### config.mk
export PLATFORM = sky130hd
export DESIGN_NAME = cnt_wnd_pipe
export DESIGN_NICKNAME = d
export VERILOG_FILES = /design/src/rtl/cnt_wnd_pipe_pkg.sv /design/src/rtl/cnt_set.sv /design/src/rtl/cnt_wnd_pipe_stage.sv /design/src/rtl/cnt_wnd_pipe.sv
export SDC_FILE = /design/constraint.sdc
export NUM_CORES = 1
export LEC_CHECK = 0
export CAP_MARGIN = 20
export CORE_MARGIN = 2
export CORE_UTILIZATION = 61
export CTS_BUF_LIST = sky130_fd_sc_hd__clkbuf_8
export DETAILED_ROUTE_END_ITERATION = 12
export PLACE_DENSITY = 0.81
export RECOVER_POWER = 100
export REMOVE_ABC_BUFFERS = 1
export SLEW_MARGIN = 20
export SYNTH_ARGS = -nofsm -noshare
export SYNTH_HDL_FRONTEND = slang
export SYNTH_SLANG_ARGS = --single-unit
### constraint.sdc
create_clock -name clk -period 6.69 [get_ports clk]
set_clock_uncertainty 0.05 [all_clocks]
set_input_delay 0.669 -clock clk [delete_from_list [all_inputs] [get_ports clk]]
set_output_delay 0.669 -clock clk [all_outputs]
set_load 0.02 [all_outputs]
### src/rtl/cnt_wnd_pipe_pkg.sv
// rtl/cnt_wnd_pipe_pkg.sv - shared constants and sizing helpers for the pipelined window counter
package cnt_wnd_pipe_pkg;

   localparam int CNT_WND_LATENCY     = 3;
   localparam int CNT_WND_VECT_WIDTH  = 128;
   localparam int CNT_WND_BLOCK_WIDTH = 4;

   function automatic int clog2(input int n);
      int r;
      r = 0;
      for (int i = 0; i < 31; i++) begin
         if ((1 << i) < n) r = i + 1;
      end
      return r;
   endfunction

   function automatic int num_blocks(input int vect_width, input int block_width);
      return vect_width / block_width;
   endfunction

   function automatic int block_cnt_width(input int block_width);
      return clog2(block_width) + 1;
   endfunction

   localparam int NUM_BLOCKS      = num_blocks(CNT_WND_VECT_WIDTH, CNT_WND_BLOCK_WIDTH);
   localparam int BLOCK_CNT_WIDTH = block_cnt_width(CNT_WND_BLOCK_WIDTH);

endpackage

### src/rtl/cnt_set.sv
// rtl/cnt_set.sv - combinational population count of a bit vector
module cnt_set
   import cnt_wnd_pipe_pkg::*;
#(
   parameter int VECT_WIDTH = 8,
   parameter int CNT_WIDTH  = clog2(VECT_WIDTH) + 1
) (
   input  logic [VECT_WIDTH-1:0] vect_in,
   output logic [CNT_WIDTH-1:0]  cnt_out
);

   always_comb begin
      cnt_out = '0;
      for (int i = 0; i < VECT_WIDTH; i++) begin
         cnt_out = cnt_out + CNT_WIDTH'(vect_in[i]);
      end
   end

endmodule

### src/rtl/cnt_wnd_pipe_stage.sv
// rtl/cnt_wnd_pipe_stage.sv - elastic valid/ready register slice, ready passes straight through
module cnt_wnd_pipe_stage #(
   parameter int DATA_WIDTH = 8
) (
   input  logic                  clk,
   input  logic                  rst_n,
   input  logic                  in_valid,
   output logic                  in_ready,
   input  logic [DATA_WIDTH-1:0] in_data,
   output logic                  out_valid,
   input  logic                  out_ready,
   output logic [DATA_WIDTH-1:0] out_data
);

   logic                  valid_q, valid_d;
   logic [DATA_WIDTH-1:0] data_q, data_d;
   logic                  load;

   assign in_ready  = !valid_q | out_ready;
   assign out_valid = valid_q;
   assign out_data  = data_q;

   always_comb begin
      load    = in_valid & in_ready;
      valid_d = valid_q;
      data_d  = data_q;
      if (load) begin
         valid_d = 1'b1;
         data_d  = in_data;
      end else if (out_ready) begin
         valid_d = 1'b0;
      end
   end

   always_ff @(posedge clk or negedge rst_n) begin
      if (!rst_n) begin
         valid_q <= 1'b0;
         data_q  <= '0;
      end else begin
         valid_q <= valid_d;
         data_q  <= data_d;
      end
   end

endmodule

### src/rtl/cnt_wnd_pipe.sv
// rtl/cnt_wnd_pipe.sv - three-stage flow-controlled count of matching bits in a circular window
module cnt_wnd_pipe
   import cnt_wnd_pipe_pkg::*;
#(
   parameter int VECT_WIDTH     = CNT_WND_VECT_WIDTH,
   parameter int VECT_IND_WIDTH = 7,
   parameter int BLOCK_WIDTH    = CNT_WND_BLOCK_WIDTH,
   parameter int CNT_WIDTH      = VECT_IND_WIDTH + 1
) (
   input  logic                      clk,
   input  logic                      rst_n,
   input  logic                      in_valid,
   output logic                      in_ready,
   input  logic [VECT_WIDTH-1:0]     vect_in,
   input  logic [VECT_IND_WIDTH-1:0] wnd_start_in,
   input  logic [VECT_IND_WIDTH:0]   wnd_len_in,
   input  logic                      select_set_in,
   output logic                      out_valid,
   input  logic                      out_ready,
   output logic [CNT_WIDTH-1:0]      cnt_out
);

   localparam int NB  = num_blocks(VECT_WIDTH, BLOCK_WIDTH);
   localparam int BCW = block_cnt_width(BLOCK_WIDTH);
   localparam int LW  = VECT_IND_WIDTH + 1;

   logic [LW-1:0]             len_clamp;
   logic [VECT_IND_WIDTH-1:0] idx;
   logic [VECT_WIDTH-1:0]     rot, mask, match_d, s1_match;
   logic [NB*BCW-1:0]         part_d, s2_part;
   logic [CNT_WIDTH-1:0]      sum_d;
   logic                      s1_valid, s2_valid;
   logic                      s2_ready, s3_ready;

   // Index arithmetic is VECT_IND_WIDTH bits wide, so the window wraps for free.
   always_comb begin
      len_clamp = (wnd_len_in > LW'(VECT_WIDTH)) ? LW'(VECT_WIDTH) : wnd_len_in;
      idx       = '0;
      rot       = '0;
      mask      = '0;
      for (int i = 0; i < VECT_WIDTH; i++) begin
         idx     = VECT_IND_WIDTH'(i) + wnd_start_in;
         rot[i]  = vect_in[idx];
         mask[i] = (LW'(i) < len_clamp);
      end
      match_d = ~(rot ^ {VECT_WIDTH{select_set_in}}) & mask;
   end

   cnt_wnd_pipe_stage #(.DATA_WIDTH(VECT_WIDTH)) u_s1 (
      .clk       (clk),
      .rst_n     (rst_n),
      .in_valid  (in_valid),
      .in_ready  (in_ready),
      .in_data   (match_d),
      .out_valid (s1_valid),
      .out_ready (s2_ready),
      .out_data  (s1_match)
   );

   for (genvar b = 0; b < NB; b++) begin : g_blk
      cnt_set #(.VECT_WIDTH(BLOCK_WIDTH), .CNT_WIDTH(BCW)) u_cnt (
         .vect_in (s1_match[b*BLOCK_WIDTH +: BLOCK_WIDTH]),
         .cnt_out (part_d[b*BCW +: BCW])
      );
   end

   cnt_wnd_pipe_stage #(.DATA_WIDTH(NB*BCW)) u_s2 (
      .clk       (clk),
      .rst_n     (rst_n),
      .in_valid  (s1_valid),
      .in_ready  (s2_ready),
      .in_data   (part_d),
      .out_valid (s2_valid),
      .out_ready (s3_ready),
      .out_data  (s2_part)
   );

   always_comb begin
      sum_d = '0;
      for (int b = 0; b < NB; b++) begin
         sum_d = sum_d + CNT_WIDTH'(s2_part[b*BCW +: BCW]);
      end
   end

   cnt_wnd_pipe_stage #(.DATA_WIDTH(CNT_WIDTH)) u_s3 (
      .clk       (clk),
      .rst_n     (rst_n),
      .in_valid  (s2_valid),
      .in_ready  (s3_ready),
      .in_data   (sum_d),
      .out_valid (out_valid),
      .out_ready (out_ready),
      .out_data  (cnt_out)
   );

endmodule

=== Word level (Yosys, flattened, before mapping) ===
Index checks and enable logic that the tools add are counted.

* Register bits: 235

* Add/subtract/negate cells: 254
* $lt $le $gt $ge: 257
* Muxes and demuxes: 263
* Bitwise operators: 9
* Reductions and logical operators: 6

{| class="wikitable"
|+ Operators by type and width
! kind !! count
|-
| 7-bit by 8-bit less-than comparator with 1-bit output, second input constant || 128
|-
| 1-bit binary-select mux with 7-bit select || 128
|-
| 7-bit by 8-bit less-than comparator with 1-bit output, first input constant || 64
|-
| 7-bit adder, first input constant || 64
|-
| 6-bit by 8-bit less-than comparator with 1-bit output, first input constant || 32
|-
| 6-bit by 7-bit adder with 7-bit output, first input constant || 32
|-
| 8-bit by 3-bit adder with 8-bit output || 26
|-
| 3-bit by 1-bit adder with 3-bit output || 64
|-
| 1-bit two-way mux || 134
|-
| 128-bit AND || 1
|-
| 5-bit by 8-bit less-than comparator with 1-bit output, first input constant || 16
|-
| 128-bit NOT || 1
|-
| 128-bit bitwise XOR || 1
|-
| 5-bit by 7-bit adder with 7-bit output, first input constant || 16
|-
| 1-bit by 1-bit adder with 2-bit output || 32
|-
| 4-bit by 8-bit less-than comparator with 1-bit output, first input constant || 8
|-
| 4-bit by 7-bit adder with 7-bit output, first input constant || 8
|-
| 3-bit by 8-bit less-than comparator with 1-bit output, first input constant || 4
|-
| 3-bit by 7-bit adder with 7-bit output, first input constant || 4
|-
| 1-bit by 8-bit less-than comparator with 1-bit output, first input constant || 2
|-
| 2-bit by 8-bit less-than comparator with 1-bit output, first input constant || 2
|-
| 2-bit by 7-bit adder with 7-bit output, first input constant || 2
|-
| 7-bit by 3-bit adder with 8-bit output || 1
|-
| 8-bit greater-than comparator, second input constant || 1
|-
| 10 further kinds || 18
|}

=== Logic depth before layout (Yosys ltp) ===
Gate-level depths: netlist of the first run.

* Word-level depth: 31
* Mapped depth: 26

=== Hierarchy ===
Synthesis of the first run repeated with hierarchy kept, for this count alone.

* Cells, all modules: 3373
* Area total of the unflattened synthesis: 34837.2 um2

{| class="wikitable"
|+ By module, submodules not included
! module !! times used !! cells an instance !! area each (um2) !! seq. area each (um2)
|-
| cnt_wnd_pipe || 1 || 2617 || 23302.3 || 0.0
|-
| cnt_wnd_pipe_stage at u_s1 || 1 || 274 || 5341.4 || 3228.1
|-
| cnt_wnd_pipe_stage at u_s2 || 1 || 206 || 3766.1 || 2427.3
|-
| cnt_set || 32 || 8 || 63.8 || 0.0
|-
| cnt_wnd_pipe_stage at u_s3 || 1 || 20 || 385.4 || 225.2
|}

=== Least setup slack after synthesis of the first run ===
No wires, ideal clock.

* Path type: reg2reg
* From: reg u_s2.data_q[62], in the netlist u_s2.out_data[62]
* To: reg u_s3.data_q[6], in the netlist u_s3.out_data[6]
* Arrival: 5.758 ns
* Setup slack: 0.750 ns
* Stages on the path, launching flop included: 22
* Clock period less this slack: 5.940 ns
* Path through: dfrtp_1 inv_1 fa_1 inv_1 fa_1 inv_1 fa_1 inv_1 fa_1 inv_1 fa_1 fa_1 fa_1 inv_1 fa_1 ha_1 a21o_1 a21o_1 a21o_1 a21oi_1 xor2_1 o21ai_0

* Cells in the longest elaborated chain, start to end: 12

{| class="wikitable"
|+ RTL lines
! what !! RTL line !! text
|-
| from (decl) || cnt_wnd_pipe_stage.sv:16 || <nowiki>logic [DATA_WIDTH-1:0] data_q, data_d;</nowiki>
|-
| from (signal assigned) || cnt_wnd_pipe_stage.sv:41 || <nowiki>data_q <= data_d;</nowiki>
|-
| 8-bit by 3-bit adder with 8-bit output (12 in series) || cnt_wnd_pipe.sv:81 || <nowiki>sum_d = sum_d + CNT_WIDTH'(s2_part[b*BCW +: BCW]);</nowiki>
|-
| to (signal assigned) || cnt_wnd_pipe_stage.sv:41 ||
|-
| to (decl) || cnt_wnd_pipe_stage.sv:16 ||
|}

No other way between the ends.
A chain may end at the register's enable or synchronous reset.

=== Worst setup path after layout of the first run ===
* From: in wnd_start_in[0]
* To: reg u_s1.data_q[2], in the netlist u_s1.out_data[2]

* Cells in the longest elaborated chain, start to end: 6

{| class="wikitable"
|+ RTL lines
! what !! RTL line !! text
|-
| from (decl) || cnt_wnd_pipe.sv:15 || <nowiki>input logic [VECT_IND_WIDTH-1:0] wnd_start_in,</nowiki>
|-
| 2-bit by 7-bit adder with 7-bit output || cnt_wnd_pipe.sv:42 || <nowiki>idx = VECT_IND_WIDTH'(i) + wnd_start_in;</nowiki>
|-
| 1-bit binary-select mux with 7-bit select || cnt_wnd_pipe.sv:43 || <nowiki>rot[i] = vect_in[idx];</nowiki>
|-
| 1-bit two-way mux (implied by the code) || cnt_wnd_pipe.sv:43 ||
|-
| 128-bit bitwise XOR || cnt_wnd_pipe.sv:46 || <nowiki>match_d = ~(rot ^ {VECT_WIDTH{select_set_in}}) & mask;</nowiki>
|-
| 128-bit NOT || cnt_wnd_pipe.sv:46 ||
|-
| 128-bit AND || cnt_wnd_pipe.sv:46 ||
|-
| to (signal assigned) || cnt_wnd_pipe_stage.sv:41 ||
|-
| to (decl) || cnt_wnd_pipe_stage.sv:16 ||
|}

No other way between the ends. The select of a mux whose other input is x is not followed.

==> results.json, run 1 <==
{
  "status": "finished, violations left",
  "violations": "capacitance limit, slew limit",
  "multi_input_logic_area_um2": 25000,
  "grt_pass1_wl_um": 178000,
  "netlist-cell-type-count": 68,
  "tns_ns": 0,
  "post_drt_via_cell_ratio": 7.35,
  "floorplan.core_area_um2": 52400,
  "clk_latency_ns": 0.56,
  "chipHeight_um": 234,
  "post_synth_inst_count": 3081,
  "initial_utilization": 0.616,
  "cts_root_buf": "sky130_fd_sc_hd__clkbuf_8",
  "yosys.area.top_type": "sky130_fd_sc_hd__mux4_2",
  "number_of_synthesized_flops_with_an_enable_pin": 0,
  "tightestPinTransition_ns": 4.46,
  "drc": 0,
  "main_synth_ff_type": "sky130_fd_sc_hd__dfrtp_1",
  "ys_ff_latch": 235,
  "synth_adder_area_share": 0.120,
  "most-common-layout-cells": "sky130_fd_sc_hd__mux2i_1 (279), sky130_fd_sc_hd__mux4_2 (263), sky130_fd_sc_hd__mux2_2 (252)",
  "kind_of_critical_path": "in -> reg",
  "critPathLaunchType": "input port",
  "layout.filler_cells": 3989,
  "parity_gate_share_of_the_synthesized_area_counting_xor_and_xnor_cells": 0.0841,
  "final_net_count": 3517,
  "fraction_of_registers_with_async_set_or_reset_after_synthesis": 1.00,
  "postSynthAreaPerCell_um2": 10.5,
  "cap_viol_max_count": 5,
  "fin_crit_share": 0.957,
  "timing.slew.headroom": -1.97,
  "yosys_warnings": 0,
  "final_max_slew_viol_count": 406,
  "place.gp.congestion": 1.07,
  "grt_antenna_before_repair": 0,
  "seq_area_um2": 5880,
  "grt_max_degree": 127,
  "tritoncts": "done",
  "finalCriticalPeriod_ns": 6.40,
  "cts-hold-fix-buffers": 0,
  "max_freq_ghz": 0.156,
  "hold_path.class": "reg -> reg",
  "clk_transition_reported_paths_ns": 0.06,
  "synthSimpleGateAreaFrac": 0.0799,
  "setup_violations": 0,
  "cts_setup_buffers": 0,
  "numCtsBuffers": 37,
  "yosys-mux-area-fraction": 0.378,
  "cts.sink_count": 235,
  "detailroute.via_count": 28300,
  "placedCellCount": 3780,
  "final_layout_size_suffix_gt1_frac": 0.223,
  "postRouteAntennaNets": 0,
  "num_io_pins": 158,
  "synth_sequential_area_ratio": 0.182,
  "clockBufferDepth": 3,
  "detail_route.iter0.violations": 3912,
  "post_drt_wl_per_cell_um": 31.3,
  "layout-area-overhead-vs-synth_pct": 8.79,
  "worstPathArrival_ns": 6.82,
  "hold_violations": 0,
  "synth_compound_area_frac": 0.106,
  "final_area_um2": 35100,
  "unrepaired_setup_endpoints_after_global_routing": "no",
  "detailedPlacementHpwl_um": 95900,
  "clock_tree.htree_level_count": 2,
  "largest_family_of_logic_cells_by_synthesized_area": "multiplexers",
  "floorplan.die_area_um2": 54800,
  "setup.worst_path.end_class": "flip-flop",
  "grt_overflow": 0,
  "floorplan.rows": 84,
  "num_antenna_cells": 0,
  "critical_path_peak_fanout": 81,
  "placedInstanceArea_um2": 34300,
  "global_route.usage.total": 0.439,
  "post_synth_instance_area_um2": 32300,
  "die_w_um": 234,
  "dr.pass1.iters": 8,
  "first_global_vias": 27600,
  "place.port_buffers": 157,
  "proportion_of_netlist_area_held_by_the_largest_area_contributor": 0.183,
  "layout.cells.most_common": "sky130_fd_sc_hd__mux2i_1",
  "postRouteWirelength_um": 120000,
  "cts_resized": 0,
  "synth.top_cells.by_area": "sky130_fd_sc_hd__mux4_2 (18%), sky130_fd_sc_hd__dfrtp_1 (18%), sky130_fd_sc_hd__mux2_2 (9.3%)",
  "layoutNonFillerInstCount": 3851,
  "cp_data_required_time_ns": 7.11
}
logic make-up (layout without fill, tap and decap cells):
kind of cell / count (synthesis) / count (layout)
compound gates: 526 / 526
buf+inv: 369 / 451
mux: 849 / 849
simple gates: 567 / 567
flops: 235 / 235
xor+xnor: 300 / 300
fa+ha+maj: 235 / 235
stage by stage:
stage | worst slack (ns) | util | hold slack [ns]
after floorplan | 0.748 | - | 0.323
after CTS | 0.348 | 0.669 | 0.187
after global placement | 0.581 | 0.654 | 0.418
after global routing | 0.0371 | 0.670 | 0.457
after detailed placement | 0.399 | 0.654 | 0.427
final | 0.289 | 0.670 | 0.433
cell usage after synthesis (47+ instances only):
cell,number
sky130_fd_sc_hd__a21oi_1,135
sky130_fd_sc_hd__a22o_1,76
sky130_fd_sc_hd__clkbuf_1,100
sky130_fd_sc_hd__dfrtp_1,235
sky130_fd_sc_hd__fa_1,123
sky130_fd_sc_hd__ha_1,112
sky130_fd_sc_hd__inv_1,152
sky130_fd_sc_hd__mux2_2,267
sky130_fd_sc_hd__mux2i_1,280
sky130_fd_sc_hd__mux4_2,263
sky130_fd_sc_hd__nand2_1,219
sky130_fd_sc_hd__nand3_1,47
sky130_fd_sc_hd__nor2_1,87
sky130_fd_sc_hd__nor3_1,129
sky130_fd_sc_hd__o21ai_0,76
sky130_fd_sc_hd__o22ai_1,87
sky130_fd_sc_hd__xnor2_1,241
sky130_fd_sc_hd__xor2_1,50
flip-flops by register name (all words and copies together), names as in the netlist:
signal	flops
u_s1.out_data	128
u_s2.out_data	96
u_s2.out_valid	1
u_s3.out_data	8
u_s1.out_valid	1
u_s3.out_valid	1
metal layers:
layer | GRT usage | up-vias | routed length (µm)
li1 | - | 11700 | -
met4 | 0.315 | 0 | 10500
met1 | 0.564 | 14100 | 43600
met2 | 0.666 | 2062 | 52900
met5 | 0 | - | 0
met3 | 0.0874 | 485 | 13400
cell type report:
cell class              instances  share of cell area
clock inverters                17             0.00221
inverters                     157              0.0168
flip-flops and latches        235               0.167
multi-input cells            2477               0.710
well taps                     688              0.0245
repair buffers                226              0.0592
clock buffers                  51              0.0200
worst max-delay path: stages:
cell	delay [ns]
sky130_fd_sc_hd__clkbuf_2	1.63
sky130_fd_sc_hd__clkbuf_2	1.08
sky130_fd_sc_hd__buf_12	0.34
sky130_fd_sc_hd__mux2_1	0.43
sky130_fd_sc_hd__mux2i_1	0.27
sky130_fd_sc_hd__clkbuf_1	0.50
sky130_fd_sc_hd__mux2i_1	0.22
sky130_fd_sc_hd__mux4_2	0.56
sky130_fd_sc_hd__o22ai_1	0.14
sky130_fd_sc_hd__nor2_1	0.09
sky130_fd_sc_hd__xnor2_1	0.64
sky130_fd_sc_hd__a22o_1	0.22
final timing paths:
check                                              startpoint                             to  slack (ns)  depth (start not counted)
worst max-delay path                          wnd_start_in[0]   u_s1.out_data[2]$_DFFE_PN0P_        0.29                         12
worst min-delay path             u_s3.out_data[3]$_DFFE_PN0P_   u_s3.out_data[3]$_DFFE_PN0P_        0.43                          2
worst max register to register  u_s2.out_data[62]$_DFFE_PN0P_   u_s3.out_data[7]$_DFFE_PN0P_        0.34                         23
worst min register to register   u_s3.out_data[3]$_DFFE_PN0P_   u_s3.out_data[3]$_DFFE_PN0P_        0.43                          2
max in group asynchronous                               rst_n  u_s1.out_data[13]$_DFFE_PN0P_        1.77                          2
min in group asynchronous                               rst_n  u_s2.out_data[81]$_DFFE_PN0P_        1.10                          1
Power of run 1 is not shown: default switching activity piles up to over one toggle a cycle in this logic, so the estimate is an artifact.
==> run 2, diff against run 1 <==
--- a/config.mk
+++ b/config.mk
@@ -7,10 +7,10 @@
 export LEC_CHECK = 0
 export CAP_MARGIN = 20
 export CORE_MARGIN = 2
-export CORE_UTILIZATION = 61
+export CORE_UTILIZATION = 55
 export CTS_BUF_LIST = sky130_fd_sc_hd__clkbuf_8
 export DETAILED_ROUTE_END_ITERATION = 12
-export PLACE_DENSITY = 0.81
+export PLACE_DENSITY = 0.74
 export RECOVER_POWER = 100
 export REMOVE_ABC_BUFFERS = 1
 export SLEW_MARGIN = 20
==> run 2 against run 1 <==
Effect of this change:
- sequential share of layout area hardly changed
- first-iteration DRC count decreased by 14%
- the flow still finishes with violations (capacitance limit, slew limit)
- critical path depth shrank 2
- flip-flop and latch count unchanged
- critical path type unchanged
- via count down 1.3%
- largest cell class unchanged
==> results.json, run 2 (synthesis results as in run 1) <==
{
  "cts_root_buf": "sky130_fd_sc_hd__clkbuf_8",
  "dr.pass1.iters": 5,
  "cts-hold-fix-buffers": 0,
  "setup_violations": 0,
  "globalRouteMet2Util": 0.617,
  "timing.slew.headroom": -1.60,
  "cap_viol_max_count": 7,
  "layoutNonFillerInstCount": 3937,
  "global_route.usage.total": 0.406,
  "grt_util_met3": 0.0879,
  "detailedPlacementHpwl_um": 98100,
  "layout.filler_cells": 4780,
  "first_global_vias": 27600,
  "status": "finished, violations left",
  "worstPathArrival_ns": 6.58,
  "cp_data_required_time_ns": 7.03,
  "reg2reg_slack_ns": 0.46,
  "clock_tree.htree_level_count": 2,
  "cts.sink_count": 235,
  "drc": 0,
  "clk_latency_ns": 0.55,
  "postRouteAntennaNets": 0,
  "groute.layer.met1.usage": 0.529,
  "detail_route.iter0.violations": 3359,
  "floorplan.die_area_um2": 60700,
  "cts_setup_buffers": 0,
  "layout.cells.most_common": "sky130_fd_sc_hd__mux2i_1",
  "most-common-layout-cells": "sky130_fd_sc_hd__mux2i_1 (279), sky130_fd_sc_hd__mux4_2 (263), sky130_fd_sc_hd__mux2_2 (260)",
  "gr-max-usage-layer": "met2",
  "critPathLaunchType": "input port",
  "hold_path.class": "reg -> reg",
  "grt_pass1_wl_um": 182000,
  "final_max_slew_viol_count": 397,
  "detailroute.via_count": 27900,
  "num_io_pins": 158,
  "largest_register_ff_count": 128,
  "floorplan.core_area_um2": 57900,
  "die_w_um": 246,
  "finalCoreUtilization": 0.608,
  "violations": "capacitance limit, slew limit",
  "tritoncts": "done",
  "final_layout_size_suffix_gt1_frac": 0.225,
  "final_net_count": 3529,
  "grt_antenna_before_repair": 2,
  "unrepaired_setup_endpoints_after_global_routing": "no",
  "grt_overflow": 0,
  "max_freq_ghz": 0.160,
  "hold_violations": 0,
  "chipHeight_um": 246,
  "initial_utilization": 0.558,
  "tns_ns": 0,
  "placedCellCount": 3867,
  "cts_resized": 0,
  "post_drt_via_cell_ratio": 7.10,
  "kind_of_critical_path": "in -> reg",
  "critical_path_peak_fanout": 63,
  "clockBufferDepth": 3,
  "tightestPinTransition_ns": 3.91,
  "fin_crit_share": 0.933,
  "layout-area-overhead-vs-synth_pct": 9.04,
  "post_drt_wl_per_cell_um": 31.3,
  "setup.worst_path.end_class": "flip-flop",
  "place.port_buffers": 157,
  "numCtsBuffers": 40,
  "place.gp.congestion": 1.09,
  "postRouteWirelength_um": 123000,
  "floorplan.rows": 88,
  "finalCriticalPeriod_ns": 6.24,
  "grt_max_degree": 139,
  "clk_transition_reported_paths_ns": 0.06
}
==> run 2: critical path, cell delays in order <==
cell and delay, ns:
sky130_fd_sc_hd__buf_6 0.49, sky130_fd_sc_hd__clkbuf_1 1.98, sky130_fd_sc_hd__mux2_2 0.57, sky130_fd_sc_hd__mux2i_1 0.94
sky130_fd_sc_hd__mux2i_1 0.22, sky130_fd_sc_hd__mux4_2 0.56, sky130_fd_sc_hd__nor3_1 0.20, sky130_fd_sc_hd__nor4_1 0.14
sky130_fd_sc_hd__xnor2_1 0.53, sky130_fd_sc_hd__o21ai_0 0.17
==> run 2: layout make-up <==
type	instances	area, µm²	area share
Multi-Input combinational cell	2477	24900	0.708
Sequential cell	235	5880	0.167
Timing Repair Buffer	235	2120	0.0602
Tap cell	765	957	0.0272
Clock buffer	48	661	0.0188
Inverter	157	589	0.0167
Clock inverter	19	82.6	0.00234
Antenna cell	1	2.50	0.0000710
==> run 2: worst paths after layout <==
| check | from | end | cells past startpoint |
|---|---|---|---|
| max | wnd_start_in[0] | u_s1.out_data[14]$_DFFE_PN0P_ | 10 |
| min | u_s3.out_data[2]$_DFFE_PN0P_ | u_s3.out_data[2]$_DFFE_PN0P_ | 2 |
| max reg2reg | u_s2.out_data[62]$_DFFE_PN0P_ | u_s3.out_data[7]$_DFFE_PN0P_ | 23 |
| min reg2reg | u_s3.out_data[2]$_DFFE_PN0P_ | u_s3.out_data[2]$_DFFE_PN0P_ | 2 |
| max in group asynchronous | rst_n | u_s1.out_data[19]$_DFFE_PN0P_ | 3 |
| min in group asynchronous | rst_n | u_s1.out_data[114]$_DFFE_PN0P_ | 2 |
==> run 2: metrics by stage <==
stage / setup WS [ns] / hold slack [ns] / area [µm²]
2_1_floorplan: 0.748 / 0.323 / 31300
3_3_place_gp: 0.554 / 0.415 / 34500
3_5_place_dp: 0.437 / 0.420 / 34500
4_1_cts: 0.448 / 0.247 / 35200
5_1_grt: 0.136 / 0.452 / 35200
6_report: 0.447 / 0.424 / 35200
==> run 2: per-layer routing <==
metal / share of wire / vias up
li1: - / 11700
met1: 0.38 / 14000
met2: 0.44 / 1844
met3: 0.10 / 373
met4: 0.075 / 2
met5: 0.00011 / -
Power of run 2 is left out for the same reason.
